$ cat src/rtl/branch_target_buffer.sv
// Direct-mapped BTB with 2-bit counters: zero-latency lookup, training on one edge, no backpressure.
// Define BTB_STATS_EN to add the stat_updates / stat_mispredicts counters.
module branch_target_buffer #(
    parameter int IDX_BITS = 4
) (
    input  logic        clk,
    input  logic        rst,
    input  logic [31:0] IF_addr,
    output logic [31:0] BTB_target,
    output logic        IF_prediction,
    input  logic        MEM_update,
    input  logic [31:0] MEM_pc,
    input  logic        MEM_taken,
    input  logic [31:0] MEM_target,
    input  logic        MEM_pred
`ifdef BTB_STATS_EN
    ,
    output logic [31:0] stat_updates,
    output logic [31:0] stat_mispredicts
`endif
);

    localparam int N  = 1 << IDX_BITS;
    localparam int TW = 32 - IDX_BITS - 2;

    logic [N-1:0]    valid_q;
    logic [TW-1:0]   tag_q [N];
    logic [31:0]     tgt_q [N];
    logic [1:0]      ctr_q [N];

    logic [IDX_BITS-1:0] if_idx;
    logic [TW-1:0]       if_tag;
    logic                if_hit;

    logic [IDX_BITS-1:0] up_idx;
    logic [TW-1:0]       up_tag;
    logic                up_hit;
    logic                up_we;
    logic [1:0]          ctr_d;
    logic [31:0]         tgt_d;

    // Address bits below the word offset never select an entry.
    logic [4:0] addr_unused;
    assign addr_unused = {IF_addr[1:0], MEM_pc[1:0], MEM_target[0]};

    assign if_idx        = IF_addr[IDX_BITS+1:2];
    assign if_tag        = IF_addr[31:IDX_BITS+2];
    assign if_hit        = valid_q[if_idx] && (tag_q[if_idx] == if_tag);
    assign IF_prediction = if_hit && ctr_q[if_idx][1];
    assign BTB_target    = if_hit ? tgt_q[if_idx] : 32'h0;

    assign up_idx = MEM_pc[IDX_BITS+1:2];
    assign up_tag = MEM_pc[31:IDX_BITS+2];
    assign up_hit = valid_q[up_idx] && (tag_q[up_idx] == up_tag);

    always_comb begin
        up_we = 1'b0;
        ctr_d = ctr_q[up_idx];
        tgt_d = tgt_q[up_idx];
        if (MEM_update) begin
            if (up_hit) begin
                up_we = 1'b1;
                if (MEM_taken) begin
                    ctr_d = (ctr_q[up_idx] == 2'b11) ? 2'b11 : ctr_q[up_idx] + 2'd1;
                    tgt_d = {MEM_target[31:1], 1'b0};
                end else begin
                    ctr_d = (ctr_q[up_idx] == 2'b00) ? 2'b00 : ctr_q[up_idx] - 2'd1;
                end
            end else if (MEM_taken) begin
                // Not-taken misses are never allocated, so aliases only evict on taken.
                up_we = 1'b1;
                ctr_d = 2'b10;
                tgt_d = {MEM_target[31:1], 1'b0};
            end
        end
    end

    always_ff @(posedge clk or posedge rst) begin
        if (rst) begin
            valid_q <= '0;
            for (int i = 0; i < N; i++) begin
                tag_q[i] <= '0;
                tgt_q[i] <= '0;
                ctr_q[i] <= 2'b01;
            end
        end else if (up_we) begin
            valid_q[up_idx] <= 1'b1;
            tag_q[up_idx]   <= up_tag;
            tgt_q[up_idx]   <= tgt_d;
            ctr_q[up_idx]   <= ctr_d;
        end
    end

`ifdef BTB_STATS_EN
    logic [31:0] stat_upd_q, stat_upd_d;
    logic [31:0] stat_mis_q, stat_mis_d;

    always_comb begin
        stat_upd_d = stat_upd_q;
        stat_mis_d = stat_mis_q;
        if (MEM_update) begin
            stat_upd_d = stat_upd_q + 32'd1;
            if (MEM_pred != MEM_taken) begin
                stat_mis_d = stat_mis_q + 32'd1;
            end
        end
    end

    always_ff @(posedge clk or posedge rst) begin
        if (rst) begin
            stat_upd_q <= '0;
            stat_mis_q <= '0;
        end else begin
            stat_upd_q <= stat_upd_d;
            stat_mis_q <= stat_mis_d;
        end
    end

    assign stat_updates     = stat_upd_q;
    assign stat_mispredicts = stat_mis_q;
`else
    logic pred_unused;
    assign pred_unused = MEM_pred;
`endif

endmodule
$ cat config.mk
export PLATFORM = sky130hd
export DESIGN_NAME = branch_target_buffer
export DESIGN_NICKNAME = d
export VERILOG_FILES = /design/src/rtl/branch_target_buffer.sv
export SDC_FILE = /design/constraint.sdc
export NUM_CORES = 2
export LEC_CHECK = 0
export CORE_ASPECT_RATIO = 0.9
export CORE_MARGIN = 10
export CORE_UTILIZATION = 40
export CTS_CLUSTER_SIZE = 8
export DETAILED_ROUTE_END_ITERATION = 10
export GPL_ROUTABILITY_DRIVEN = 1
export SYNTH_ARGS = -nofsm -noshare
export SYNTH_HDL_FRONTEND = slang
export SYNTH_SLANG_ARGS = --single-unit
$ cat constraint.sdc
create_clock -name clk -period 34 [get_ports clk]
set_clock_uncertainty 0.2 [all_clocks]
set_input_delay 6.8 -clock clk [delete_from_list [all_inputs] [get_ports clk]]
set_output_delay 6.8 -clock clk [all_outputs]
set_load 0.1 [all_outputs]
== Word-level counts from Yosys, hierarchy flattened ==
Index checks and enable logic that the tools add are counted.

* Logic and storage cells: 114
* Register bits after elaboration: 976
* Output and inout port bits: 33
* Bits of input ports: 101

* Reduce and logical (&&, ||, !) cells: 6
* Equal/unequal tests: 3
* $lt $le $gt $ge: 6
* Add/sub/neg operators: 2
* Bitwise operators: 3
* Multiplexer cells: 45

{| class="wikitable"
|+ Operators with widths
! kind !! number
|-
| 512-bit bitwise mux || 1
|-
| 416-bit bitwise mux || 1
|-
| 32-bit binary-select mux with 4-bit select || 2
|-
| 32-bit two-way mux || 8
|-
| 26-bit binary-select mux with 4-bit select || 2
|-
| 26-bit two-way mux || 5
|-
| 32-bit demux with 4-bit select || 1
|-
| 26-bit demux with 4-bit select || 1
|-
| 26-bit equality test || 2
|-
| 32-bit bitwise mux || 1
|-
| 2-bit two-way mux || 11
|-
| 2-bit binary-select mux with 4-bit select || 2
|-
| 16-bit OR || 1
|-
| 5-bit >= comparator (second input constant) || 2
|-
| 4-bit by 5-bit less-than comparator with 1-bit output (second input constant) || 2
|-
| 4-bit inverter with 5-bit output || 2
|-
| 1-bit binary-select mux with 4-bit select || 2
|-
| 2-bit demux with 4-bit select || 1
|-
| 1-bit two-way mux || 6
|-
| 1-bit logical AND || 5
|-
| 5-bit by 1-bit less-than comparator with 1-bit output (second input constant) || 1
|-
| 1-bit demux with 4-bit select || 1
|-
| 4-bit by 1-bit >= comparator with 1-bit output (second input constant) || 1
|-
| 2-bit by 1-bit adder with 2-bit output (second input constant) || 1
|-
| 3 further kinds || 3
|}

== Longest topological paths before layout ==
* Depth after elaboration: 10
* Depth in mapped cells: 16
* Depth with buffers taken out: 9

== Worst setup path before layout ==
No wires, ideal clock.

* Path kind: input to output
* Start: input IF_addr[2]
* End: output BTB_target[10]
* Arrival time: 11,012 ps
* Data required time: 27,000 ps
* Setup slack: 15,988 ps
* Buffers on the path: 4
* Stages on the path: 10
* Cell sequence: clkbuf_1 buf_2 buf_1 mux4_2 mux4_2 xor2_1 nor4_1 nand4_1 clkbuf_1 nor2b_1

* Longest elaborated chain between the ends: 7
* Elaborated cells between the ends (all ways): 12
* Those cells by class: eq/ne: 1; mux: 9; bitwise: 1; reduce/logical: 1

{| class="wikitable"
|+ Ends and longest elaborated chain
! item !! RTL line !! RTL
|-
| from (decl) || 8 || <nowiki>input logic [31:0] IF_addr,</nowiki>
|-
| 4-bit inverter with 5-bit output (implied by the code) || 48, 50 ||
|-
| 26-bit binary-select mux with 4-bit select || 48 || <nowiki>assign if_hit = valid_q[if_idx] && (tag_q[if_idx] == if_tag);</nowiki>
|-
| 26-bit two-way mux (implied by the code) (2 in series) || 48 ||
|-
| 26-bit equality test || 48 ||
|-
| 1-bit logical AND || 48 ||
|-
| 32-bit two-way mux (*) || 50 || <nowiki>assign BTB_target = if_hit ? tgt_q[if_idx] : 32'h0;</nowiki>
|-
| to (decl) || 9 || <nowiki>output logic [31:0] BTB_target,</nowiki>
|}

Mark *: on every way between the ends. The rest lies on a longest branch, timed or not. The select of a mux whose other input is x is not followed.

== Final worst setup path ==
* Start: input IF_addr[3]
* End: output BTB_target[14]

Same word-level chain as after synthesis.

==> summary.json <==
{
  "sta": {
    "setup-tns-final_ns": 0,
    "slew_violations": 0,
    "finalSetupViolCount": 0,
    "hold_slack_ns": 0.279,
    "final.period_utilization": 0.574,
    "layout_min_cycle_time_ns": 19.52,
    "fmax_mhz": 51.2,
    "unrepaired_setup_endpoints_after_global_routing": "no",
    "timing_worst_slew_pin_value_ns": 1.09,
    "slew-limit-headroom": 0.270,
    "hold_viol_final": 0
  },
  "synth": {
    "syn_nets": 3473,
    "synth_cell_type_count": 64,
    "syn_inst": 3372,
    "asyncSetResetFlopFracSynth": 1.00,
    "synth.yosys.warnings": 0,
    "synth-edff-count": 0,
    "ys_seq_elements": 976,
    "synth-main-ff-cell": "sky130_fd_sc_hd__dfrtp_1",
    "post-synth-top-area-cell": "sky130_fd_sc_hd__dfrtp_1",
    "synth_seq_area_share": 0.458,
    "syn-cell-area_um2": 53300,
    "synthTopCellsByArea": "sky130_fd_sc_hd__dfrtp_1, sky130_fd_sc_hd__mux4_2, sky130_fd_sc_hd__mux2_1",
    "synth.top_cell.area_share": 0.451,
    "syn_area_per_cell_um2": 15.8
  },
  "global_routing": {
    "grt_overflow": 0,
    "number_of_antenna_violations_at_the_first_check_in_global_routing": 7,
    "global_route_wire_length_before_repair_um": 229000,
    "via_count_of_the_first_global_routing_pass": 33400,
    "globalRouteTotalUtil": 0.204,
    "grt_max_degree": 173
  },
  "final_layout": {
    "register_area_um2": 24400,
    "postLayoutCoreUtil": 0.446,
    "multi_input_comb_area_um2": 26800,
    "mostFrequentLayoutCells": "sky130_fd_sc_hd__dfrtp_1, sky130_fd_sc_hd__mux2_1, sky130_fd_sc_hd__mux4_2, sky130_fd_sc_hd__mux2_2, sky130_fd_sc_hd__clkbuf_16",
    "final_area_um2": 59200,
    "layout_commonest_cell": "sky130_fd_sc_hd__dfrtp_1",
    "final_layout_size_suffix_gt1_frac": 0.336,
    "fillerInstances": 11700,
    "layout.cells.non_filler": 5145,
    "synthesis_to_layout_area_growth_pct": 11.1,
    "nNetsFinal": 3466
  },
  "clocking": {
    "cts_tree": "yes",
    "clock_latency_ns": 0.73,
    "post-cts-setup-buffers": 0,
    "tritoncts_num_sinks": 976,
    "cts.root.buffer_cell": "sky130_fd_sc_hd__clkbuf_16",
    "holdBufCountCts": 0,
    "cts-htree-levels": 4,
    "cts.path.max_buffers": 3,
    "path_clk_slew_ns": 0.05,
    "cts.repair.resized": 0,
    "cts_inserted_buffers": 140
  },
  "min_path": {
    "worst_hold_path_cell_count": 1,
    "hold_path_class": "reg -> reg",
    "min_from": "ctr_q[16]",
    "worstHoldEndpoint": "ctr_q[16]"
  },
  "routing": {
    "drtPass1Iterations": 5,
    "via_count": 31300,
    "antenna_left": 0,
    "post-route-drc-count": 0,
    "finalWirelength_um": 151000,
    "avgRoutedWirePerCell_um": 29.4,
    "avgViaCountPerCell": 6.08,
    "detailedRoute.firstIterationViolations": 2379
  },
  "power": {
    "p_leak_uw": 0.0261,
    "ir_worst_vdd_v": 0.0000440,
    "power.density_cell_area_nw_per_um2": 55.9
  },
  "placement": {
    "gp_routability_congestion": 0.787,
    "numPlacedInstances": 4964,
    "post_dp_cell_area_um2": 55400,
    "detailedPlacementHpwl_um": 84200,
    "port_buffers": 127
  },
  "status": {
    "run_status": "complete, no violations"
  },
  "die": {
    "fp.dieH_um": 366,
    "dieArea_um2": 148000,
    "starting_utilization_of_the_core_area": 0.401,
    "placeableCoreArea_um2": 133000,
    "top_level_ports": 134,
    "num_rows": 127,
    "die_x_um": 405
  },
  "setup_path": {
    "timing.critical_path.to_type": "output pin",
    "cp_data_required_time_ns": 27.00,
    "path_max_fanout": 45,
    "regToRegStartpoint": "tag_q[114]",
    "worst_setup_path_startpoint": "IF_addr[3]",
    "flop2flop_setup_slack_ns": 29.20,
    "crit_path_start_kind": "input port",
    "setup.worst_path.class": "in -> out",
    "regToRegEndpoint": "tgt_q[215]",
    "r2r.worst_path.cells": 11,
    "critical_path_arrival_ns": 12.52
  },
  "flow_run": {
    "max-cap-violations": 0
  }
}
## where the power goes
group	switching, uW	leakage (uW)	total [uW]	internal [uW]
registers	126	0.0129	1460	1340
logic	257	0.0114	584	328
clock network	500	0.00187	1260	765
total	882	0.0261	3310	2430
## Yosys cell counts, types with 17 or more instances
cell type                   number
sky130_fd_sc_hd__a22oi_1        23
sky130_fd_sc_hd__buf_1          44
sky130_fd_sc_hd__buf_2          67
sky130_fd_sc_hd__buf_6          80
sky130_fd_sc_hd__clkbuf_1      140
sky130_fd_sc_hd__dfrtp_1       960
sky130_fd_sc_hd__mux2_1        628
sky130_fd_sc_hd__mux2_2        323
sky130_fd_sc_hd__mux2i_1        86
sky130_fd_sc_hd__mux4_2        548
sky130_fd_sc_hd__nand2_1       131
sky130_fd_sc_hd__nand2b_1       24
sky130_fd_sc_hd__nor2_1         30
sky130_fd_sc_hd__nor2b_1        41
sky130_fd_sc_hd__o2bb2ai_1      17
sky130_fd_sc_hd__xnor2_1        27
sky130_fd_sc_hd__xor2_1         18
## stage by stage
step	worst slack, ns	power (uW)
finish	14.48	3310
global route	14.25	3460
CTS	14.45	3340
detailed placement	14.45	2060
global placement	14.48	2050
floorplan	13.57	1890
## area by class of cell
cell class | count | share of cell area
antenna | 4 | 0.000169
clock buffer | 170 | 0.0636
clock inverter | 7 | 0.00129
inverter | 11 | 0.000803
multi-input combinational | 2040 | 0.453
sequential | 976 | 0.413
tap | 1741 | 0.0368
timing repair buffer | 196 | 0.0318
## cells by family (layout without fill, tap and decap cells)
group           after synthesis  after routing  share of synthesized area
other cells                   0              4                          0
mux                        1585           1585                      0.449
compound gates              134            134                     0.0217
simple gates                276            276                     0.0250
xor+xnor                     45             45                    0.00739
flops                       976            976                      0.458
buf+inv                     356            384                     0.0389
## how the worst max path moves through the flow
stage                      to  slack [ns]  depth (start not counted)
2_1_floorplan       ctr_q[11]       13.57                          1
3_3_place_gp   BTB_target[11]       14.48                         12
3_5_place_dp   BTB_target[14]       14.45                         12
4_1_cts        BTB_target[14]       14.45                         12
5_1_grt         BTB_target[9]       14.25                         12
6_report       BTB_target[14]       14.48                         12
## worst max-delay path, stage by stage
cell and delay (ns):
sky130_fd_sc_hd__clkbuf_8 0.38, sky130_fd_sc_hd__buf_4 0.85, sky130_fd_sc_hd__buf_4 0.84, sky130_fd_sc_hd__mux4_2 0.43, sky130_fd_sc_hd__mux4_2 0.51, sky130_fd_sc_hd__xnor2_1 0.26, sky130_fd_sc_hd__nand4_1 0.13, sky130_fd_sc_hd__nor4_1 0.31
sky130_fd_sc_hd__nand4_1 0.13, sky130_fd_sc_hd__buf_4 0.32, sky130_fd_sc_hd__nor2b_1 0.22, sky130_fd_sc_hd__clkdlybuf4s50_1 1.15
## routing by layer
layer  up-vias  track usage  wire (um)
met5         -            0         13
met4         2       0.0643       3970
met3       235       0.0385       7910
met2       896        0.328      72900
met1     17100        0.279      66500
li1      13000            -          -
## registers in the layout, indices dropped and copies added, names as in the netlist
name,flops
tgt_q,512
tag_q,416
ctr_q,32
valid_q,16
No activity file was read; power rests on OpenSTA's default activity.
